`src/rtl/mux4_rr_arbiter.sv`:
```
// Round-robin arbiter that shares one N-bit mux4 datapath among four
// valid/ready requesters and registers the winning word into a
// single-entry output stage with its own valid/ready handshake.

// Two-way word selector: y = s ? b : a.
module mux2 #(
    parameter int N = 32
) (
    input  logic [N-1:0] a,
    input  logic [N-1:0] b,
    input  logic         s,
    output logic [N-1:0] y
);
    assign y = s ? b : a;
endmodule

// Four-way word selector built as a tree of mux2 instances.
module mux4 #(
    parameter int N = 32
) (
    input  logic [N-1:0] d0,
    input  logic [N-1:0] d1,
    input  logic [N-1:0] d2,
    input  logic [N-1:0] d3,
    input  logic [1:0]   s,
    output logic [N-1:0] y
);
    logic [N-1:0] lo;
    logic [N-1:0] hi;

    mux2 #(.N(N)) u_lo  (.a(d0), .b(d1), .s(s[0]), .y(lo));
    mux2 #(.N(N)) u_hi  (.a(d2), .b(d3), .s(s[0]), .y(hi));
    mux2 #(.N(N)) u_top (.a(lo), .b(hi), .s(s[1]), .y(y));
endmodule

module mux4_rr_arbiter #(
    parameter int N = 32
) (
    input  logic         clk,
    input  logic         rst,
    input  logic [3:0]   in_valid,
    input  logic [N-1:0] in0,
    input  logic [N-1:0] in1,
    input  logic [N-1:0] in2,
    input  logic [N-1:0] in3,
    output logic [3:0]   in_ready,
    output logic         out_valid,
    input  logic         out_ready,
    output logic [N-1:0] out_data,
    output logic [1:0]   out_src,
    output logic [1:0]   sel
);
    // Priority pointer: the requester scanned first on the next arbitration.
    logic [1:0]   ptr;
    logic [1:0]   winner;
    logic [1:0]   cand;
    logic         found;
    logic         load;
    logic         grant;
    logic [N-1:0] mux_out;

    // The output stage can take a new word when empty or being drained.
    assign load  = !out_valid || out_ready;
    assign grant = load && found && !rst;

    // Scan requesters starting at ptr and pick the first one that is valid.
    always_comb begin
        winner = ptr;
        cand   = ptr;
        found  = 1'b0;
        for (int k = 0; k < 4; k++) begin
            cand = ptr + 2'(k);
            if (!found && in_valid[cand]) begin
                winner = cand;
                found  = 1'b1;
            end
        end
    end

    // One-hot acceptance toward the winning requester, zero when not loading.
    always_comb begin
        in_ready = 4'b0000;
        if (grant) begin
            in_ready[winner] = 1'b1;
        end
    end

    assign sel = winner;

    mux4 #(.N(N)) u_mux (
        .d0 (in0),
        .d1 (in1),
        .d2 (in2),
        .d3 (in3),
        .s  (sel),
        .y  (mux_out)
    );

    // ---- stage boundary: input arbitration -> registered output word ----
    // Load the granted word, drain to empty when idle, hold while stalled.
    always_ff @(posedge clk) begin
        if (rst) begin
            out_valid <= 1'b0;
            out_data  <= '0;
            out_src   <= 2'd0;
            ptr       <= 2'd0;
        end else if (load) begin
            if (found) begin
                out_data  <= mux_out;
                out_src   <= winner;
                out_valid <= 1'b1;
                ptr       <= winner + 2'd1;
            end else begin
                out_valid <= 1'b0;
            end
        end
    end
endmodule

```
`config.mk`:
```
export PLATFORM = sky130hd
export DESIGN_NAME = mux4_rr_arbiter
export DESIGN_NICKNAME = d
export VERILOG_FILES = /design/src/rtl/mux4_rr_arbiter.sv
export SDC_FILE = /design/constraint.sdc
export NUM_CORES = 1
export LEC_CHECK = 0
export ABC_AREA = 0
export CAP_MARGIN = 20
export CORE_MARGIN = 10
export CORE_UTILIZATION = 40
export CTS_BUF_LIST = sky130_fd_sc_hd__clkbuf_8
export CTS_CLUSTER_DIAMETER = 30
export DETAILED_ROUTE_END_ITERATION = 6
export DONT_BUFFER_PORTS = 1
export PLACE_DENSITY = 0.5
export SYNTH_ARGS = -nofsm -noshare
export SYNTH_HDL_FRONTEND = slang
export SYNTH_SLANG_ARGS = --single-unit
```
`constraint.sdc`:
```
create_clock -name clk -period 2 [get_ports clk]
set_clock_uncertainty 0.15 [all_clocks]
set_input_delay 0.2 -clock clk [delete_from_list [all_inputs] [get_ports clk]]
set_output_delay 0.2 -clock clk [all_outputs]
set_load 0.01 [all_outputs]
```
Word level (Yosys, flattened, before mapping) --
Cells that the tools add are included.
Word-level totals: flip-flop bits (word level) 37, bits in latches 0, RAM bits 0, memory bits (read-only) 0, bits of input ports 135, output and inout port bits 41, logic and storage cells 49, memories 0
Cells by class: add/sub/neg operators 4, $mul 0, div/mod/pow operators 0, magnitude comparators 6, equal/unequal tests 0, shift-type cells 0, muxes and demuxes 22, bitwise operators 0, reductions and logical operators 13
Operators by type and width (number):
- 2-to-1 mux 32 bit | 3
- < comparator 2 x 3 -> 1 bit (second input constant) | 5
- 2-to-1 mux 1 bit | 10
- binary-select mux 1 bit (select 2 bit) | 4
- logical AND 1 bit | 6
- 2-to-1 mux 2 bit | 3
- logical NOT 1 bit | 5
- adder 2 x 1 -> 2 bit (second input constant) | 2
- adder 2 bit (second input constant) | 2
- 2-to-1 mux 4 bit | 1
- demux 1 bit (select 2 bit) | 1
- greater-or-equal comparator 2 x 1 -> 1 bit (second input constant) | 1
- AND reduction 2 bit | 1
- logical OR 1 bit | 1

Logic depth before layout (Yosys ltp) --
Gate-level depths: netlist (run 1).
word-level depth 17, gate-level depth with buffers 8, mapped depth without buffers 5

Modules after synthesis --
Synthesis (run 1) repeated with hierarchy kept, for this count alone.
Second synthesis, totals: cell total of the unflattened synthesis 293, area, all modules 3367.0 µm²
Modules (own cells, without submodules):
- mux4_rr_arbiter | times used 1, cells each 185, area each 1734.2 µm², seq. area each 740.7 µm²
- mux2 | times used 3, cells each 36, area each 544.3 µm², seq. area each 0.0 µm²

Least setup slack after synthesis (run 1) --
OpenSTA, ideal clock, no wires.
path kind register to output, from register ptr[0], to output in_ready[1], arrival 1437 ps, required time 1650 ps, slack 213 ps, cell stages (with the launch flop) 7, path buffers 2, cells stage by stage dfxtp_1 -> buf_4 -> nand2b_4 -> nand3b_1 -> o211ai_2 -> buf_4 -> nor3b_1
On the way: longest elaborated chain between the ends 17, elaborated cells between the ends (all ways) 32, classes of those cells 3 x add/sub; 2 x order compare; 18 x mux; 9 x reduce/logical
Ends and longest elaborated chain:
- from (decl) | RTL line 54 | logic [1:0] ptr;
- from (signal assigned) | RTL line 112 | ptr <= winner + 2'd1;
- branches (longest 16 deep; another with < comparator 2 x 3 -> 1 bit)
- 2-to-1 mux 4 bit * | RTL line 83 | if (grant) begin
- to (decl) | RTL line 46 | output logic [3:0] in_ready,
Every way passes the cells marked *. The select of a mux whose other input is x is not followed.

Worst setup path in the final report (run 1) --
from register ptr[0], to output sel[0]
On the way: longest elaborated chain between the ends 12, elaborated cells between the ends (all ways) 23, classes of those cells 3 x add/sub; 14 x mux; 6 x reduce/logical
Ends and longest elaborated chain:
- branches (longest 11 deep; another with adder 2 x 1 -> 2 bit)
- 2-to-1 mux 2 bit * | RTL line 73 | if (!found && in_valid[cand]) begin
- to (decl) | RTL line 51 | output logic [1:0] sel
Marks and branches as above.

==> results of run 1 <==
==> area by class of cell <==
cell class / instances / share of cell area (%)
repair buffers: 53 / 16.3
clock buffers: 7 / 2.69
well taps: 96 / 3.35
flip-flops and latches: 37 / 20.8
multi-input cells: 253 / 56.6
inverters: 1 / 0.105
clock inverters: 1 / 0.140
==> synth_stat cells, drive strengths merged, types with 2 or more instances <==
library cell and instances:
nor2 39, buf 37, dfxtp 37, o21ai 35, a211oi 34, a221oi 32, and4 32, o31a 32
clkbuf 12, nand2 6, nor3 6, a21oi 5, nor3b 5, a21o 3, a22oi 2, and2b 2
nand2b 2, nand3b 2
==> worst max-delay path, cell delays in order, from the launching register on <==
cell and delay, ns:
sky130_fd_sc_hd__dfxtp_2 0.35, sky130_fd_sc_hd__buf_6 0.12, sky130_fd_sc_hd__and2b_2 0.26, sky130_fd_sc_hd__o21ba_4 0.22, sky130_fd_sc_hd__buf_12 0.13, sky130_fd_sc_hd__nor3_4 0.20
sky130_fd_sc_hd__buf_6 0.14
==> final timing paths <==
check,slack (ns),end
min reg2reg,0.36,out_src[0]
max,-0.07,sel[0]
min,0.04,out_data[15]
max reg2reg,0,out_data[2]
==> cell families (layout without fill, tap and decap cells) <==
family | Yosys count | count (layout)
AOI/OAI and AO/OA | 152 | 153
and+or+nand+nor | 99 | 100
buffers and inverters | 50 | 62
DFF | 37 | 37
==> flip-flops by register name, indices dropped and copies added (netlist names) <==
signal and count:
ptr 2, out_src 2, out_valid 1, out_data 32
==> placed cells by master, fill, tap and decap left out, drive strengths merged, types with 2 or more instances in the layout <==
cell type and instances:
a221oi 32, nor2 39, nand2 6, a21boi 2, nor3b 5, nand3b 2
and4 32, a21o 3, nor3 7, and2b 2, dlygate4sd3 2, dfxtp 37
nand2b 2, buf 49, a21oi 5, a211oi 34, a22oi 2, o21ai 35
clkbuf 9, o31a 32
==> timing repair <==
item	CTS	global route
setup buffers	7	14
endpoints found under the setup margin	39	39
resized for setup	11	33
hold buffers	3	0
cloned	3	3
pin swaps	5	11
hold endpoints to repair	37	0
==> where the power goes <==
group          internal (mW)  switching, mW  leakage, nW  total [mW]
clock network          0.312          0.297       0.0542       0.610
registers              0.833          0.118        0.309       0.951
logic                  0.536          0.543        0.909        1.08
total                   1.68          0.958         1.27        2.64
==> per-layer routing <==
metal  up-vias  routed length (um)
met1      1419                4990
li1       1381                   -
met4         0                 105
met2       131                5740
met3         7                1020
met5         -                   0
==> metrics.cfg, run 1 <==
[run_status]
status = complete, but fails checks
violations_in_the_final_reports = setup timing

[synthesis]
ys.flop_type = sky130_fd_sc_hd__dfxtp_1
avgSynthCellArea_sq_um = 8.36
synth_area_leaders = sky130_fd_sc_hd__dfxtp_1 (26%), sky130_fd_sc_hd__a221oi_1 (9.9%), sky130_fd_sc_hd__and4_1 (9.9%), sky130_fd_sc_hd__o31a_1 (9.9%), sky130_fd_sc_hd__a211oi_1 (7.7%)
postSynth.asyncResetShare_pct = 0
yosysUniqueCellTypes = 43
synth.top_cell.area_share_pct = 26.2
yosys_warnings = 0
post_synth_and_or_nand_nor_area_fraction_pct = 22.3
number_of_flops_mapped_to_enable_cells_by_yosys = 0
synth-adder-area-share_pct = 0
muxShareOfSynthArea_pct = 0
synth_xor_xnor_area_share_pct = 0
synth.ff_latch_count = 37
instance_count_of_the_mapped_netlist = 338
compound_gate_portion_of_the_synthesized_area_pct = 41.4
mappedNetlistArea_sq_mm = 0.00283
synth_fp_nets = 473
synth-seq-area-share_pct = 26.2
synth_top_family_by_area = compound AO/OA/AOI/OAI gates
netlist.top_cell.by_area = sky130_fd_sc_hd__dfxtp_1

[min_path]
hold-path-cell-count = 2
hold_path.startpoint = in1[15]
hp-class = in2reg

[sta]
setup_ws_ns = -0.0694
final_hold_viol_count = 0
worst_pin_slew_ns = 1.15
fin_hold_ws_ns = 0.0361
maxSlewViolCount = 0
post-route-min-period_ns = 2.07
grt_setup_unrepaired = yes
slew_headroom_pct = 23.0
post-route-period-util_pct = 103
timing.setup.tns_ns = -0.0943
fmax_mhz = 483
report.final.setup_viol = 3

[layout]
layout-drive-gt1-share_pct = 30.7
post_layout_nonfiller_instances = 448
layout.core_utilization_pct = 52.4
multi_input_comb_area_sq_mm = 0.00203
final_net_count = 486
layout.area.seq_sq_um = 746
fillers = 666
area_growth_syn_to_layout_pct = 26.8
fin_area_sq_mm = 0.00358
num_antenna_cells = 0

[placement]
port_buffers = 0
placed_cell_area_sq_mm = 0.00296
dp_hpwl_um = 7780
dp_cells = 411
gpl.final_weighted_congestion = 0.747
dpl_worst_slack_ns = -0.151

[worst_setup_path]
required_ns = 1.65
worstSetupPathType = reg2out
r2r.worst_path.cells = 9
rr_startpoint = ptr[0]
element_type_at_the_critical_path_end = output pin
worstPathMaxFanout = 6
arrival_ns = 1.72
startpoint_type = register
critical_path.startpoint = ptr[0]

[die]
std_cell_rows = 30
die_y_um = 104
floorplan.initialDensity_pct = 41.4
die_area_sq_mm = 0.0108
dieWidth_um = 104
coreArea_sq_mm = 0.00683
design.portCount = 176

[global_route]
global_route.peak_usage_layer = met2
met3_usage_pct = 7.31
grt_first_pass_wirelength_um = 17600
global_route.usage.met2_pct = 32.6
grt_pass1_vias = 2932
globalRouteOverflowTotal = 0
maximum_number_of_pins_on_one_net_before_global_route_repair = 39
grt_antenna_before_repair = 0
met1_usage_pct = 23.7
gr-usage-all-layers_pct = 19.8

[pwr]
cell_pwr_density_mw_per_mm2 = 737
peakVddDrop_mv = 0.255
cellLeakagePower_nw = 1.27
total_power_mw = 2.64

[drt]
avgRoutedWirePerCell_um = 26.5
residual_antenna_violating_net_count_after_detailed_routing = 0
drt-initial-drc-count = 132
drc_errors = 0
route.detailed.vias_per_inst = 6.56
vias = 2938
totalWireLength_um = 11900
drt_pre_antenna_iters = 4

[clocking]
clock_sinks = 37
cts.root.buffer_cell = sky130_fd_sc_hd__clkbuf_8
clock_path_buffers = 2
clock_tree_from_tritoncts = built
cts_inserted_buffers = 5
source_to_sink_clock_delay_at_the_later_pin_of_the_worst_skew_pair_ns = 0.30
clk_pin_slew_ns = 0.08
cts_htree_levels = 2

[job]
drv_cap = 0

(Power assumes the default switching activity.)
==> run 2, diff against run 1 <==
==> constraint.sdc (replaced) <==
create_clock -name clk -period 2.3 [get_ports clk]
set_clock_uncertainty 0.15 [all_clocks]
set_input_delay 0.23 -clock clk [delete_from_list [all_inputs] [get_ports clk]]
set_output_delay 0.23 -clock clk [all_outputs]
set_load 0.01 [all_outputs]
==> metrics.cfg, run 2 (synthesized netlist as in run 1, its figures left out) <==
[layout]
final_common_cell = sky130_fd_sc_hd__nor2_1
post_layout_nonfiller_instances = 422
layout.area.seq_sq_um = 742
reg.largest.list = out_data (32), out_src (2), ptr (2)
final_net_count = 461
multi_input_comb_area_sq_mm = 0.00185
final_cell_mix = sky130_fd_sc_hd__nor2_1 (39), sky130_fd_sc_hd__dfxtp_1 (36), sky130_fd_sc_hd__and4_1 (32), sky130_fd_sc_hd__o31a_1 (32), sky130_fd_sc_hd__a221oi_1 (32)
fin_area_sq_mm = 0.00305
area_growth_syn_to_layout_pct = 7.79
fillers = 722
largest_register = out_data
largest_reg_flops = 32
layout-drive-gt1-share_pct = 16.9
layout.core_utilization_pct = 44.6

[die]
coreArea_sq_mm = 0.00683
die_y_um = 104
dieWidth_um = 104
std_cell_rows = 30
design.portCount = 176
die_area_sq_mm = 0.0108
floorplan.initialDensity_pct = 41.4

[sta]
grt_setup_unrepaired = yes
post-route-min-period_ns = 2.24
post-route-period-util_pct = 97.4
worst_pin_slew_ns = 0.883
slew_headroom_pct = 40.8
final_hold_viol_count = 0
fmax_mhz = 446
maxSlewViolCount = 0
report.final.setup_viol = 0
fin_hold_ws_ns = 0.000511

[worst_setup_path]
arrival_ns = 1.86
worstSetupPathType = reg2out
required_ns = 1.92
worstPathMaxFanout = 12
rr_startpoint = ptr[0]
startpoint_type = register
element_type_at_the_critical_path_end = output pin
critical_path.startpoint = ptr[0]

[clocking]
source_to_sink_clock_delay_at_the_later_pin_of_the_worst_skew_pair_ns = 0.29
clock_tree_from_tritoncts = built
clk_pin_slew_ns = 0.07
cts_inserted_buffers = 5
clock_sinks = 37
cts_htree_levels = 2
cts.root.buffer_cell = sky130_fd_sc_hd__clkbuf_8
clock_path_buffers = 2

[drt]
met3RoutedLength_um = 1070
total_met2_wirelength_after_detailed_routing_um = 5120
drt_pre_antenna_iters = 4
drt-initial-drc-count = 158
avgRoutedWirePerCell_um = 26.0
route.detailed.vias_per_inst = 6.64
highest-signal-layer = met4
totalWireLength_um = 11000
residual_antenna_violating_net_count_after_detailed_routing = 0
drc_errors = 0
detail_route.wirelength.met1_um = 4720
vias = 2804

[min_path]
hp-class = in2reg
hold_path.startpoint = in_valid[1]

[pwr]
peakVddDrop_mv = 0.253
cellLeakagePower_nw = 1.04
total_power_mw = 1.99
cell_pwr_density_mw_per_mm2 = 655

[run_status]
status = finished, final reports clean

[placement]
port_buffers = 0
dp_cells = 408
placed_cell_area_sq_mm = 0.00289
gpl.final_weighted_congestion = 0.764
dp_hpwl_um = 7740

[global_route]
grt_first_pass_wirelength_um = 16700
gr-usage-all-layers_pct = 18.8
globalRouteOverflowTotal = 0
maximum_number_of_pins_on_one_net_before_global_route_repair = 39
grt_pass1_vias = 2780
grt_antenna_before_repair = 1

[job]
drv_cap = 0

[run 2: power breakdown]
part	leakage, nW	internal, mW	switching [mW]
logic	0.694	0.329	0.394
registers	0.308	0.724	0.105
clock network	0.0399	0.200	0.242
[run 2: timing repair]
action / 4_1_cts / 5_1_grt
gates cloned: 1 / 1
endpoints found under the hold margin: 37 / 0
pin swaps: 1 / 1
gates resized for setup: 1 / 2
buffers inserted: 0 / 3
hold buffers: 2 / 0
setup endpoints to repair: 1 / 14
[run 2: metrics by stage]
| step | worst slack [ns] | setup TNS (ns) |
|---|---|---|
| final | 0.0593 | 0 |
| after global routing | -0.0473 | -0.0473 |
| after CTS | 0.0547 | 0 |
| after detailed placement | 0.165 | 0 |
| after global placement | 0.198 | 0 |
| after floorplan | 0.483 | 0 |
[run 2: final timing paths]
check / depth (start not counted) / endpoint / slack [ns]
max: 7 / in_ready[1] / 0.06
min: 2 / out_valid / 0.0005
max reg2reg: 6 / out_data[11] / 0.27
min reg2reg: 2 / out_src[0] / 0.37
[run 2: area by class of cell]
cell class / instances / area share [%]
clock buffer: 5 / 2.26
sequential: 37 / 24.4
clock inverter: 1 / 0.164
multi-input combinational: 253 / 60.6
inverter: 1 / 0.123
tap: 96 / 3.94
timing repair buffer: 28 / 8.46
antenna: 1 / 0.0822
[run 2: metal layers]
metal / up-vias / global-route usage [%]
li1: 1324 / -
met1: 1340 / 22.6
met2: 133 / 30.8
met3: 7 / 7.93
met4: 0 / 3.18
met5: - / 0
[run 2: worst max-delay path, cell delays in order, from the launching register on]
cell and delay [ns]:
sky130_fd_sc_hd__dfxtp_1 0.32, sky130_fd_sc_hd__buf_4 0.16, sky130_fd_sc_hd__nand2b_4 0.18, sky130_fd_sc_hd__nand3b_1 0.10, sky130_fd_sc_hd__o211ai_2 0.23, sky130_fd_sc_hd__buf_6 0.20, sky130_fd_sc_hd__nor3b_1 0.23, sky130_fd_sc_hd__buf_4 0.16
